==> config.mk <==
export PLATFORM = sky130hd
export DESIGN_NAME = sub32_serial_flat
export DESIGN_NICKNAME = d
export VERILOG_FILES = /design/src/rtl/sub32_serial_if.sv /design/src/rtl/sub32_serial.sv /design/src/flat_wrapper.sv
export SDC_FILE = /design/constraint.sdc
export NUM_CORES = 1
export LEC_CHECK = 0
export BUFFER_PORTS_ARGS = -buffer_cell sky130_fd_sc_hd__buf_2
export CORE_MARGIN = 1.5
export CORE_UTILIZATION = 40
export CTS_CLUSTER_SIZE = 14
export DETAILED_ROUTE_END_ITERATION = 8
export SYNTH_ARGS = -nofsm -noshare
export SYNTH_HDL_FRONTEND = slang
export SYNTH_SLANG_ARGS = --single-unit
==> constraint.sdc <==
create_clock -name clk -period 3.6 [get_ports clk]
set_input_delay 0.9 -clock clk [delete_from_list [all_inputs] [get_ports clk]]
set_output_delay 0.9 -clock clk [all_outputs]
set_load 0.01 [all_outputs]
==> src/rtl/sub32_serial_if.sv <==
// Handshake and operand/result bundle for the digit-serial subtractor.
// The sat_mode signal exists only when SUB32_SERIAL_SATURATE_EN is defined.
interface sub32_serial_if #(
  parameter int N = 32
);
  logic         i_valid;
  logic         i_ready;
  logic [N-1:0] a;
  logic [N-1:0] b;
  logic         b_in;
  logic         o_valid;
  logic         o_ready;
  logic [N-1:0] d;
  logic         b_out;
  logic         v_out;
`ifdef SUB32_SERIAL_SATURATE_EN
  logic         sat_mode;

  modport master (
    output i_valid, a, b, b_in, sat_mode, o_ready,
    input  i_ready, o_valid, d, b_out, v_out
  );

  modport slave (
    input  i_valid, a, b, b_in, sat_mode, o_ready,
    output i_ready, o_valid, d, b_out, v_out
  );
`else
  modport master (
    output i_valid, a, b, b_in, o_ready,
    input  i_ready, o_valid, d, b_out, v_out
  );

  modport slave (
    input  i_valid, a, b, b_in, o_ready,
    output i_ready, o_valid, d, b_out, v_out
  );
`endif
endinterface

==> src/rtl/sub32_serial.sv <==
// Digit-serial subtractor d = a - b - b_in, DIGIT_W bits per clock, LSD first.
// Optional saturation enabled by defining SUB32_SERIAL_SATURATE_EN.
module sub32_serial #(
  parameter int N       = 32,
  parameter int DIGIT_W = 4
) (
  input  logic           clk,
  input  logic           rst,
  sub32_serial_if.slave  bus
);

  localparam int NDIG  = N / DIGIT_W;
  localparam int CNT_W = (NDIG > 1) ? $clog2(NDIG) : 1;
  localparam logic [CNT_W-1:0] LAST = CNT_W'(NDIG - 1);

  localparam logic [1:0] IDLE = 2'd0;
  localparam logic [1:0] BUSY = 2'd1;
  localparam logic [1:0] DONE = 2'd2;

  if ((N % DIGIT_W) != 0) begin : g_width_chk
    $error("sub32_serial: N must be an integer multiple of DIGIT_W");
  end

  logic [1:0]       state;
  logic [CNT_W-1:0] cnt;
  logic [N-1:0]     a_sh;
  logic [N-1:0]     b_sh;
  logic [N-1:0]     d_sh;
  logic             borrow;
  logic             a_msb;
  logic             b_msb;
  logic [N-1:0]     d_r;
  logic             b_out_r;
  logic             v_out_r;

  logic [DIGIT_W:0] diff;
  logic [N-1:0]     d_sh_nxt;
  logic             v_nxt;
  logic [N-1:0]     d_fin;

`ifdef SUB32_SERIAL_SATURATE_EN
  logic sat_q;

  function automatic logic [N-1:0] saturate(input logic [N-1:0] raw, input logic brw,
                                            input logic ovf, input logic mode,
                                            input logic neg);
    if (!mode) return brw ? '0 : raw;
    if (ovf)   return neg ? {1'b1, {(N-1){1'b0}}} : {1'b0, {(N-1){1'b1}}};
    return raw;
  endfunction
`endif

  // Extra top bit of the digit subtract carries the digit borrow.
  always_comb begin
    diff     = {1'b0, a_sh[DIGIT_W-1:0]} - {1'b0, b_sh[DIGIT_W-1:0]}
             - {{DIGIT_W{1'b0}}, borrow};
    d_sh_nxt = (d_sh >> DIGIT_W) | (N'(diff[DIGIT_W-1:0]) << (N - DIGIT_W));
    v_nxt    = (a_msb != b_msb) && (d_sh_nxt[N-1] != a_msb);
`ifdef SUB32_SERIAL_SATURATE_EN
    d_fin    = saturate(d_sh_nxt, diff[DIGIT_W], v_nxt, sat_q, a_msb);
`else
    d_fin    = d_sh_nxt;
`endif
  end

  always_ff @(posedge clk or negedge rst) begin
    if (!rst) begin
      state   <= IDLE;
      cnt     <= '0;
      a_sh    <= '0;
      b_sh    <= '0;
      d_sh    <= '0;
      borrow  <= 1'b0;
      a_msb   <= 1'b0;
      b_msb   <= 1'b0;
      d_r     <= '0;
      b_out_r <= 1'b0;
      v_out_r <= 1'b0;
`ifdef SUB32_SERIAL_SATURATE_EN
      sat_q   <= 1'b0;
`endif
    end else begin
      case (state)
        IDLE: begin
          if (bus.i_valid) begin
            a_sh   <= bus.a;
            b_sh   <= bus.b;
            borrow <= bus.b_in;
            a_msb  <= bus.a[N-1];
            b_msb  <= bus.b[N-1];
            cnt    <= '0;
`ifdef SUB32_SERIAL_SATURATE_EN
            sat_q  <= bus.sat_mode;
`endif
            state  <= BUSY;
          end
        end
        BUSY: begin
          a_sh   <= a_sh >> DIGIT_W;
          b_sh   <= b_sh >> DIGIT_W;
          d_sh   <= d_sh_nxt;
          borrow <= diff[DIGIT_W];
          cnt    <= cnt + 1'b1;
          // Last digit: publish the result so outputs change only on completion.
          if (cnt == LAST) begin
            d_r     <= d_fin;
            b_out_r <= diff[DIGIT_W];
            v_out_r <= v_nxt;
            state   <= DONE;
          end
        end
        DONE: begin
          if (bus.o_ready) state <= IDLE;
        end
        default: state <= IDLE;
      endcase
    end
  end

  assign bus.i_ready = (state == IDLE);
  assign bus.o_valid = (state == DONE);
  assign bus.d       = d_r;
  assign bus.b_out   = b_out_r;
  assign bus.v_out   = v_out_r;

endmodule
==> src/flat_wrapper.sv <==
// flat-port wrapper written by rule: the top's interface ports become plain ports
module sub32_serial_flat 
#(
  parameter int N       = 32,
  parameter int DIGIT_W = 4
)
  (clk, rst, bus_i_valid, bus_a, bus_b, bus_b_in, bus_o_ready, bus_i_ready, bus_o_valid, bus_d, bus_b_out, bus_v_out);
  sub32_serial_if #(.N(N)) bus_i ();
  input  logic clk;
  input  logic rst;
  input wire logic [$bits(bus_i.i_valid)-1:0] bus_i_valid;
  input wire logic [$bits(bus_i.a)-1:0] bus_a;
  input wire logic [$bits(bus_i.b)-1:0] bus_b;
  input wire logic [$bits(bus_i.b_in)-1:0] bus_b_in;
  input wire logic [$bits(bus_i.o_ready)-1:0] bus_o_ready;
  output wire logic [$bits(bus_i.i_ready)-1:0] bus_i_ready;
  output wire logic [$bits(bus_i.o_valid)-1:0] bus_o_valid;
  output wire logic [$bits(bus_i.d)-1:0] bus_d;
  output wire logic [$bits(bus_i.b_out)-1:0] bus_b_out;
  output wire logic [$bits(bus_i.v_out)-1:0] bus_v_out;
  assign bus_i.i_valid = bus_i_valid;
  assign bus_i.a = bus_a;
  assign bus_i.b = bus_b;
  assign bus_i.b_in = bus_b_in;
  assign bus_i.o_ready = bus_o_ready;
  assign bus_i_ready = bus_i.i_ready;
  assign bus_o_valid = bus_i.o_valid;
  assign bus_d = bus_i.d;
  assign bus_b_out = bus_i.b_out;
  assign bus_v_out = bus_i.v_out;
  sub32_serial #(.N(N), .DIGIT_W(DIGIT_W)) u_core (.clk(clk), .rst(rst), .bus(bus_i));
endmodule
Yosys cells after proc, flatten, opt, wreduce, memory -nomap -nowiden
Cells that the tools add are included.
- register bits: 138
- input port bits: 69
- logic and storage cells: 42
- output and inout bits: 36
- $add $sub $neg: 3
- reductions and logical operators: 7
- eq/ne operators: 8
- muxes and demuxes: 12
- bitwise operators: 1
- operator list (kind ; number):
    $pmux 32 s2 ; 2
    $mux 32 ; 2
    $or 28x32->32 ; 1
    $mux 2 ; 3
    $pmux 2 s3 ; 1
    $pmux 3 s2 ; 1
    $reduce_and 2->1 ; 3
    $sub 4x4->5 ; 1
    $sub 5x1->5 ; 1
    $ne 2x2->1 const B ; 2
    $add 3x1->3 const B ; 1
    $eq 3x3->1 const B ; 1
    $mux 3 ; 1
    $reduce_and 3->1 ; 1
    $eq 2x1->1 const B ; 1
    $eq 2x2->1 const B ; 1
    $logic_not 2->1 ; 1
    $ne 1x1->1 ; 2
    $ne 2x1->1 const B ; 1
    $pmux 1 s2 ; 1
    $reduce_bool 2->1 ; 1
    $logic_and 1x1->1 ; 1
    $mux 1 ; 1

Logic depth before layout (Yosys ltp)
Gate-level depths: netlist of run 1.
- depth in word-level cells: 5
- depth in mapped cells: 8
- gate-level depth less buffers: 8

Least setup slack after synthesis of run 1
OpenSTA, ideal clock, no wires.
- path kind: register to register
- start point: register u_core.borrow
- end point: register u_core.v_out_r (netlist: u_core.bus.v_out)
- arrival time: 1740 ps
- setup time: 87 ps
- data required time: 3513 ps
- path slack: 1774 ps
- period minus slack after synthesis: 1826 ps
- cell stages (with the launch flop): 8
- buffers on the path: 0
- cell sequence: dfrtp_1 inv_1 fa_1 ha_1 nand2_1 and4_1 or2_2 o211ai_1
- longest elaborated chain between the ends: 4
- RTL lines (element ; RTL line ; source):
    start, declared ; sub32_serial.sv:29 ; logic borrow;
    start signal, assigned ; sub32_serial.sv:88 ; borrow <= bus.b_in;
    start signal, assigned ; sub32_serial.sv:102 ; borrow <= diff[DIGIT_W];
    $sub 5x1->5 ; sub32_serial.sv:56 ; - {{DIGIT_W{1'b0}}, borrow};
    $or 28x32->32 ; sub32_serial.sv:57 ; d_sh_nxt = (d_sh >> DIGIT_W) | (N'(diff[DIGIT_W-1:0]) << (N - DIGIT_W));
    $ne 1x1->1 ; sub32_serial.sv:58 ; v_nxt = (a_msb != b_msb) && (d_sh_nxt[N-1] != a_msb);
    $logic_and 1x1->1 ; sub32_serial.sv:58 ;
    end signal, assigned ; sub32_serial.sv:108 ; v_out_r <= v_nxt;
    end, declared ; sub32_serial.sv:34 ; logic v_out_r;
No other way between the ends.
A chain may end at the register's enable or synchronous reset.

Worst setup path after layout of run 1
- start point: register u_core.state[0]
- end point: output port bus_o_valid
- longest elaborated chain between the ends: 1
- RTL lines (element ; RTL line ; source):
    start, declared ; sub32_serial.sv:24 ; logic [1:0] state;
    start signal, assigned ; sub32_serial.sv:68 ; state <= IDLE;
    start signal, assigned ; sub32_serial.sv:95 ; state <= BUSY;
    start signal, assigned ; sub32_serial.sv:109 ; state <= DONE;
    $eq 2x2->1 ; sub32_serial.sv:121 ; assign bus.o_valid = (state == DONE);
    end, declared ; flat_wrapper.sv:17 ; output wire logic [$bits(bus_i.o_valid)-1:0] bus_o_valid;
No other way between the ends.

==> summary.md, run 1 <==
| Metric | Value |
|---|---|
| Die width | `about 120 um` |
| Critical Path Slowest Stage Cell | `dfrtp_1` |
| Setup TNS Final | `0 ns` |
| Hold Path Class | `reg2reg` |
| Seq/Total Area, Yosys | `0.585` |
| Via density | `4.89` |
| Setup CP Type | `reg2out` |
| Mux contribution to synthesized area | `0.150` |
| Syn_area_per_cell | `10.7 sq um` |
| H-tree Lvls | `4` |
| Clock-pin slew on the worst setup and hold paths | `0.06 ns` |
| Cells after synthesis | `534` |
| Top-area cell type share of the netlist area | `0.585` |
| Post-CTS Resized | `0` |
| Die outline height | `123 um` |
| Buf+Inv Stages, Crit Path | `2` |
| Average wire per standard cell | `14.0 um` |
| First drt pass iteration count | `4` |
| Setup WS pre-CTS | `roughly 1.4 ns` |
| WP data arrival | `1.25 ns` |
| CTS tree | `built` |
| Grt ovf | `0` |
| Area leader, netlist | `dfrtp_1` |
| Endpoint class of the critical path | `output pin` |
| Core Region | `13,900 sq um` |
| Full die area | `15,100 sq um` |
| Worst hold slack | `about 0.47 ns` |
| Fmax achieved | `464 MHz` |
| Simple-Gate Fraction of Synth Area | `0.121` |
| RSZ-0062 raised after global routing | `false` |
| Starting DRT DRC Count | `about 180` |
| Detail Placement HPWL | `between 7000 and 8000 um` |
| Worst slew pin tran | `0.880 ns` |
| Final setup vio count | `0` |
| CP required | `approximately 2.7 ns` |
| Clock sink count | `134` |
| CTS Buf Count | `17` |
| Main synth FF type | `dfrtp_1` |
| First-pass GRT wire length | `19,300 um` |
| Input/output buffers | `104` |
| Post-Synth Adder-Cell Area | `0.0201` |
| Crit path cell chain | `nand2b_1 -> inv_1 -> buf_2` |
| Final worst slack | `approximately 1.4 ns` |
| Antenna Nets Post-Route | `0` |
| Fin. max-slew vios | `0` |
| Global Route Usage Sum | `0.168` |
| Nets | `708` |
| # IOs | `~110` |
| Setup bufs post-CTS | `0` |
| Xor/xnor cell area share of the yosys netlist | `0.00306` |
| Crit path max fanout | `6` |
| P&R area growth vs syn | `22.0%` |
| Row count | `43` |
| Max-cap violations | `0` |
| Largest delay share family, worst path | `flip-flops` |
| Largest net degree at the start of global routing | `84` |
| Asr flop ratio synth | `1.00` |
| Drt total wl | `between 10,000 and 15,000 um` |
| Yosys reg bits | `134` |
| DR DRC count | `0` |
| Compound-Gate Fraction of Synth Area | `0.0788` |
| Hold_buf cts | `0` |
| Clock buffer depth | `2` |
| CTS root buf | `clkbuf_16` |
| Synth Cell Area | `5730 sq um` |
| Fin crit period | `about 2.2 ns` |
| DR vias | `a little over 4k` |
| Initial core utilization | `0.411` |
| Number of global-route vias before repair | `4,002` |
| PD cells | `~900 nW/um^2` |
| Worst VDD drop | `~0.00053 V` |
| Largest family of logic cells by synthesized area | `multiplexers` |
| Ranking of synthesized cells by area | `dfrtp_1 (59%), nand2_1 (10%), mux2i_1 (8.9%), mux2_2 (6.1%), o21ai_1 (4.4%)` |
| Outcome | `complete, no violations` |
| Placer Congestion | `roughly 0.74` |
| Ratio of cells with drive above 1 in the final layout | `0.278` |
| Largest stage delay, worst path | `around 0.46 ns` |
| Crit start category | `register` |
| Tcrit/Tclk final | `0.598` |
| Slew headroom | `0.414` |
| Unique cell type count in the Yosys netlist | `30` |
| Mapped Nets | `between 600 and 700` |
| Antenna violations before repair | `1` |
| Final hold vios | `0` |
| Worst skew pair latency | `0.42 ns` |
| Worst Clk Skew | `0.00865 ns` |
| Number of synthesized flops with an enable pin | `0` |
| YS warnings | `0` |
| Leakage | `3.41 nW` |
worst reg2reg max path, cell delays in order (launching register included):
cell	delay [ns]
dfrtp_1	0.48
nor2b_4	0.71
buf_4	0.46
nand2_1	0.13
o21ai_1	0.10
placed cells by master (no fill, tap or decap), drive strengths merged:
| cell type | instances |
|---|---|
| and4 | 1 |
| or2 | 1 |
| buf | 112 |
| diode | 1 |
| nor2 | 8 |
| clkbuf | 18 |
| or3b | 1 |
| inv | 12 |
| bufinv | 3 |
| nor3b | 2 |
| mux2i | 51 |
| ha | 6 |
| dfrtp | 134 |
| nand2b | 2 |
| a21oi | 7 |
| a22o | 2 |
| xor2 | 1 |
| clkinv | 7 |
| a31oi | 1 |
| clkinvlp | 4 |
| nand3b | 1 |
| xnor2 | 1 |
| o211ai | 1 |
| o21bai | 1 |
| a211oi | 1 |
| nor2b | 1 |
| o21ai | 74 |
| nand2 | 158 |
| mux2 | 31 |
| fa | 2 |
synthesized netlist by cell type, drive strengths merged (6+ instances only):
master,instances
dfrtp,134
o21ai,74
inv,12
buf,25
clkbuf,9
mux2i,51
nor2,8
nand2,158
a21oi,7
mux2,31
ha,6
kinds of logic (layout without fill, tap and decap cells):
group	Yosys count	count (layout)
adder cells (fa/ha/maj)	8	8
other	0	1
flip-flops	134	134
AO/OA/AOI/OAI	87	87
XOR/XNOR	2	2
buffers and inverters	46	156
multiplexers	82	82
AND/OR/NAND/NOR	175	175
registers in the layout, summed over array words and instances, names as in the netlist:
signal            flops
u_core.a_msb          1
u_core.a_sh          32
u_core.b_msb          1
u_core.b_sh          32
u_core.borrow         1
u_core.bus.b_out      1
u_core.bus.d         32
u_core.bus.v_out      1
u_core.cnt            3
u_core.d_sh          28
u_core.state          2
final timing paths:
check / from / end / slack, ns / depth (start not counted)
min in group asynchronous: rst / u_core.bus.d[16] / 0.48 / 1
worst min register to register: u_core.d_sh[4] / u_core.d_sh[4] / 0.47 / 2
worst max register to register: u_core.state[0] / u_core.b_sh[13] / 1.63 / 4
worst min-delay path: u_core.d_sh[4] / u_core.d_sh[4] / 0.47 / 2
worst max-delay path: u_core.state[0] / bus_o_valid / 1.45 / 3
max in group asynchronous: rst / u_core.a_sh[20] / 2.41 / 2
metrics by stage:
stage / util / std cells / total power, mW / instance area, sq um
floorplan: - / 534 / 4.01 / 5730
global placement: 0.458 / 792 / 4.54 / 6390
detailed placement: 0.458 / 792 / 4.62 / 6390
CTS: 0.501 / 824 / 6.38 / 6990
global route: 0.501 / 824 / 6.79 / 6990
finish: 0.502 / 825 / 6.29 / 6990
layout make-up:
type	count	area (sq um)
fill	1294	6950
sequential	134	3350
timing repair buffer	112	612
multi-input combinational	354	2150
clock buffer	18	439
tap	180	225
antenna	1	2.50
clock inverter	14	159
inverter	12	45.0
metal layers:
layer / GRT usage / routed length, um / vias to the layer above
met3: 0.0599 / 727 / 15
li1: - / - / 1964
met4: 0.0698 / 167 / 0
met5: 0 / 0 / -
met1: 0.218 / 5410 / 1967
met2: 0.253 / 5270 / 91
power breakdown:
part | internal (mW) | switching, mW | leakage [nW]
clock network | 1.10 | 0.635 | 0.287
logic | 0.868 | 1.21 | 1.38
registers | 2.13 | 0.354 | 1.74
total | 4.10 | 2.20 | 3.41
No activity file was read; power rests on OpenSTA's default activity.
==> run 2, diff against run 1 <==
==> constraint.sdc (replaced) <==
create_clock -name clk -period 1.8 [get_ports clk]
set_input_delay 0.45 -clock clk [delete_from_list [all_inputs] [get_ports clk]]
set_output_delay 0.45 -clock clk [all_outputs]
set_load 0.01 [all_outputs]
==> run 2 against run 1 <==
- clock power is 92% higher
- combinational power increased by 130%
- sequential power rose by 100%
- non-clock buffer count grew 13
==> summary.md, run 2 (synthesized netlist as in run 1, its figures left out) <==
| Metric | Value |
|---|---|
| Outcome | `complete, no violations (unchanged)` |
| Number of global-route vias before repair | `4,053 (was 4,002)` |
| Total power | `13.0 mW (was 6.29 mW)` |
| Setup WS pre-CTS | `-0.0876 ns (was 1.44 ns)` |
| # IOs | `105 (unchanged)` |
| CTS root buf | `clkbuf_16 (unchanged)` |
| PD cells | `1800 nW/um^2 (was 900 nW/um^2)` |
| CTS Buf Count | `17 (unchanged)` |
| Full die area | `15,100 sq um (unchanged)` |
| Slew headroom | `0.716 (was 0.414)` |
| Hold Path Class | `in2reg (was reg2reg)` |
| Crit start category | `register (unchanged)` |
| Row count | `43 (unchanged)` |
| Detail Placement HPWL | `8260 um (was 7590 um)` |
| Max-cap violations | `0 (unchanged)` |
| DR DRC count | `0 (unchanged)` |
| Crit path max fanout | `3 (was 6)` |
| Setup CP Type | `reg2reg (was reg2out)` |
| Setup TNS Final | `0 ns (unchanged)` |
| Worst slew pin tran | `0.425 ns (was 0.880 ns)` |
| Core Region | `13,900 sq um (unchanged)` |
| Die outline height | `123 um (unchanged)` |
| Worst skew pair latency | `0.42 ns (about the same)` |
| Grt ovf | `0 (unchanged)` |
| CP required | `2.13 ns (was 2.70 ns)` |
| Input/output buffers | `104 (unchanged)` |
| Placer Congestion | `0.761 (was 0.736)` |
| Fin crit period | `1.80 ns` |
| Fmax achieved | `556 MHz` |
| Antenna violations before repair | `1 (unchanged)` |
| Most common cell after layout, fill and taps aside | `nand2_1 (unchanged)` |
| Worst reg2reg setup slack | `0.001 ns (was 1.63 ns)` |
| Buf+Inv Stages, Crit Path | `0 (was 2)` |
| Clock-pin slew on the worst setup and hold paths | `0.06 ns (about the same)` |
| R2R cell count | `6 (was 4)` |
| Largest delay share family, worst path | `adder cells (was flip-flops)` |
| DR vias | `4,022 (was 4,037)` |
| RSZ-0062 raised after global routing | `true (was false)` |
| Initial core utilization | `0.411 (unchanged)` |
| Ratio of cells with drive above 1 in the final layout | `0.300 (was 0.278)` |
| WHS Path Cells | `2 (unchanged)` |
| WP data arrival | `2.13 ns (was 1.25 ns)` |
| Final hold vios | `0 (unchanged)` |
| Crit path cell chain | `fa_2 -> ha_4 -> nand2_2 -> and4_1 -> or2_4 -> o211ai_1 (was nand2b_1 -> inv_1 -> buf_2)` |
| Largest net degree at the start of global routing | `55 (was 84)` |
| Antenna Nets Post-Route | `0 (unchanged)` |
| Via density | `4.80 (was 4.89)` |
| Clock buffer depth | `2 (unchanged)` |
| H-tree Lvls | `4 (unchanged)` |
| Fin. max-slew vios | `0 (unchanged)` |
| First-pass GRT wire length | `19,900 um (was 19,300 um)` |
| Endpoint class of the critical path | `register (was output pin)` |
| Global Route Usage Sum | `0.172 (was 0.168)` |
| Final worst slack | `0.00115 ns (was 1.45 ns)` |
| Worst hold slack | `0.233 ns (was 0.469 ns)` |
| Worst Hold End | `u_core.state[1] (was u_core.d_sh[4])` |
| Tcrit/Tclk final | `0.999` |
| Largest stage delay, worst path | `0.42 ns (was 0.46 ns)` |
| Clock sink count | `134 (unchanged)` |
| Setup bufs post-CTS | `0 (unchanged)` |
| Worst hold path startpoint | `bus_o_ready (was u_core.d_sh[4])` |
| Starting DRT DRC Count | `134 (was 184)` |
| Drt total wl | `11,900 um (was 11,600 um)` |
| Leakage | `3.53 nW (was 3.41 nW)` |
| First drt pass iteration count | `4 (unchanged)` |
| Die width | `123 um (unchanged)` |
| Layout Utilization | `0.518 (was 0.502)` |
| Most frequent cells in the layout | `nand2_1 (157), dfrtp_1 (134), buf_2 (103) (was nand2_1 (158), dfrtp_1 (134), buf_2 (103))` |
| Worst Clk Skew | `0.00661 ns (was 0.00865 ns)` |
| Nets | `721 (was 708)` |
| P&R area growth vs syn | `26.0% (was 22.0%)` |
| Reg2reg start | `u_core.a_sh[0] (was u_core.state[0])` |
| CTS tree | `built (unchanged)` |
| Reg2reg end | `u_core.bus.v_out (was u_core.b_sh[13])` |
| Worst VDD drop | `0.000755 V (was 0.000526 V)` |
| Final setup vio count | `0 (unchanged)` |
| Average wire per standard cell | `14.2 um (was 14.0 um)` |
| Critical Path Slowest Stage Cell | `fa_2 (was dfrtp_1)` |
## run 2: cell count changes in the layout (fill, tap and decap cells not counted), sizes merged
cell	delta
buf	+12
bufinv	-2
clkbuf	+5
clkinvlp	-3
dlygate4sd3	+1
## run 2: cell type report
cell class	count	area, sq um
Multi-Input combinational cell	354	2190
Tap cell	180	225
Clock inverter	9	72.6
Clock buffer	23	508
Sequential cell	134	3350
Fill cell	1257	6720
Inverter	12	45.0
Antenna cell	1	2.50
Timing Repair Buffer	125	825
## run 2: repair_timing
action,CTS,global route
resized for setup,4,4
hold buffers,1,0
endpoints found under the setup margin,3,5
pin swaps,4,3
gates cloned,0,0
endpoints found under the hold margin,25,0
## run 2: metrics by stage
stage | instance area (sq um) | instances
3_5_place_dp | 6590 | 804
6_report | 7220 | 838
2_1_floorplan | 5730 | 534
3_3_place_gp | 6590 | 804
5_1_grt | 7220 | 837
4_1_cts | 7200 | 837
## run 2: power breakdown
group	switching, mW	total [mW]	internal (mW)	leakage (nW)
Sequential	0.733	5.00	4.26	1.74
Combinational	2.54	4.69	2.14	1.49
Clock	1.23	3.33	2.10	0.294
Total	4.51	13.0	8.51	3.53
## run 2: worst max-delay path by stage
stage / start / end / slack (ns) / depth (start not counted)
6_report: u_core.a_sh[0] / u_core.bus.v_out / 0.001 / 6
5_1_grt: u_core.a_sh[0] / u_core.bus.b_out / -0.07 / 7
4_1_cts: u_core.a_sh[0] / u_core.bus.v_out / -0.009 / 6
3_5_place_dp: u_core.borrow / u_core.bus.v_out / -0.09 / 7
3_3_place_gp: u_core.borrow / u_core.bus.v_out / -0.02 / 7
2_1_floorplan: u_core.borrow / u_core.bus.v_out / 0.03 / 7
## run 2: worst reg2reg max path, stage by stage (launching register included)
cell and delay [ns]:
dfrtp_1 0.40, fa_2 0.43, ha_4 0.28, nand2_2 0.05
and4_1 0.18, or2_4 0.23, o211ai_1 0.15
## run 2: per-layer routing
| metal | vias to the layer above | global-route usage | share of wire |
|---|---|---|---|
| met4 | 0 | 0.0763 | 0.019 |
| met1 | 1918 | 0.232 | 0.48 |
| li1 | 1999 | - | - |
| met5 | - | 0 | 0 |
| met2 | 86 | 0.255 | 0.45 |
| met3 | 19 | 0.0539 | 0.054 |
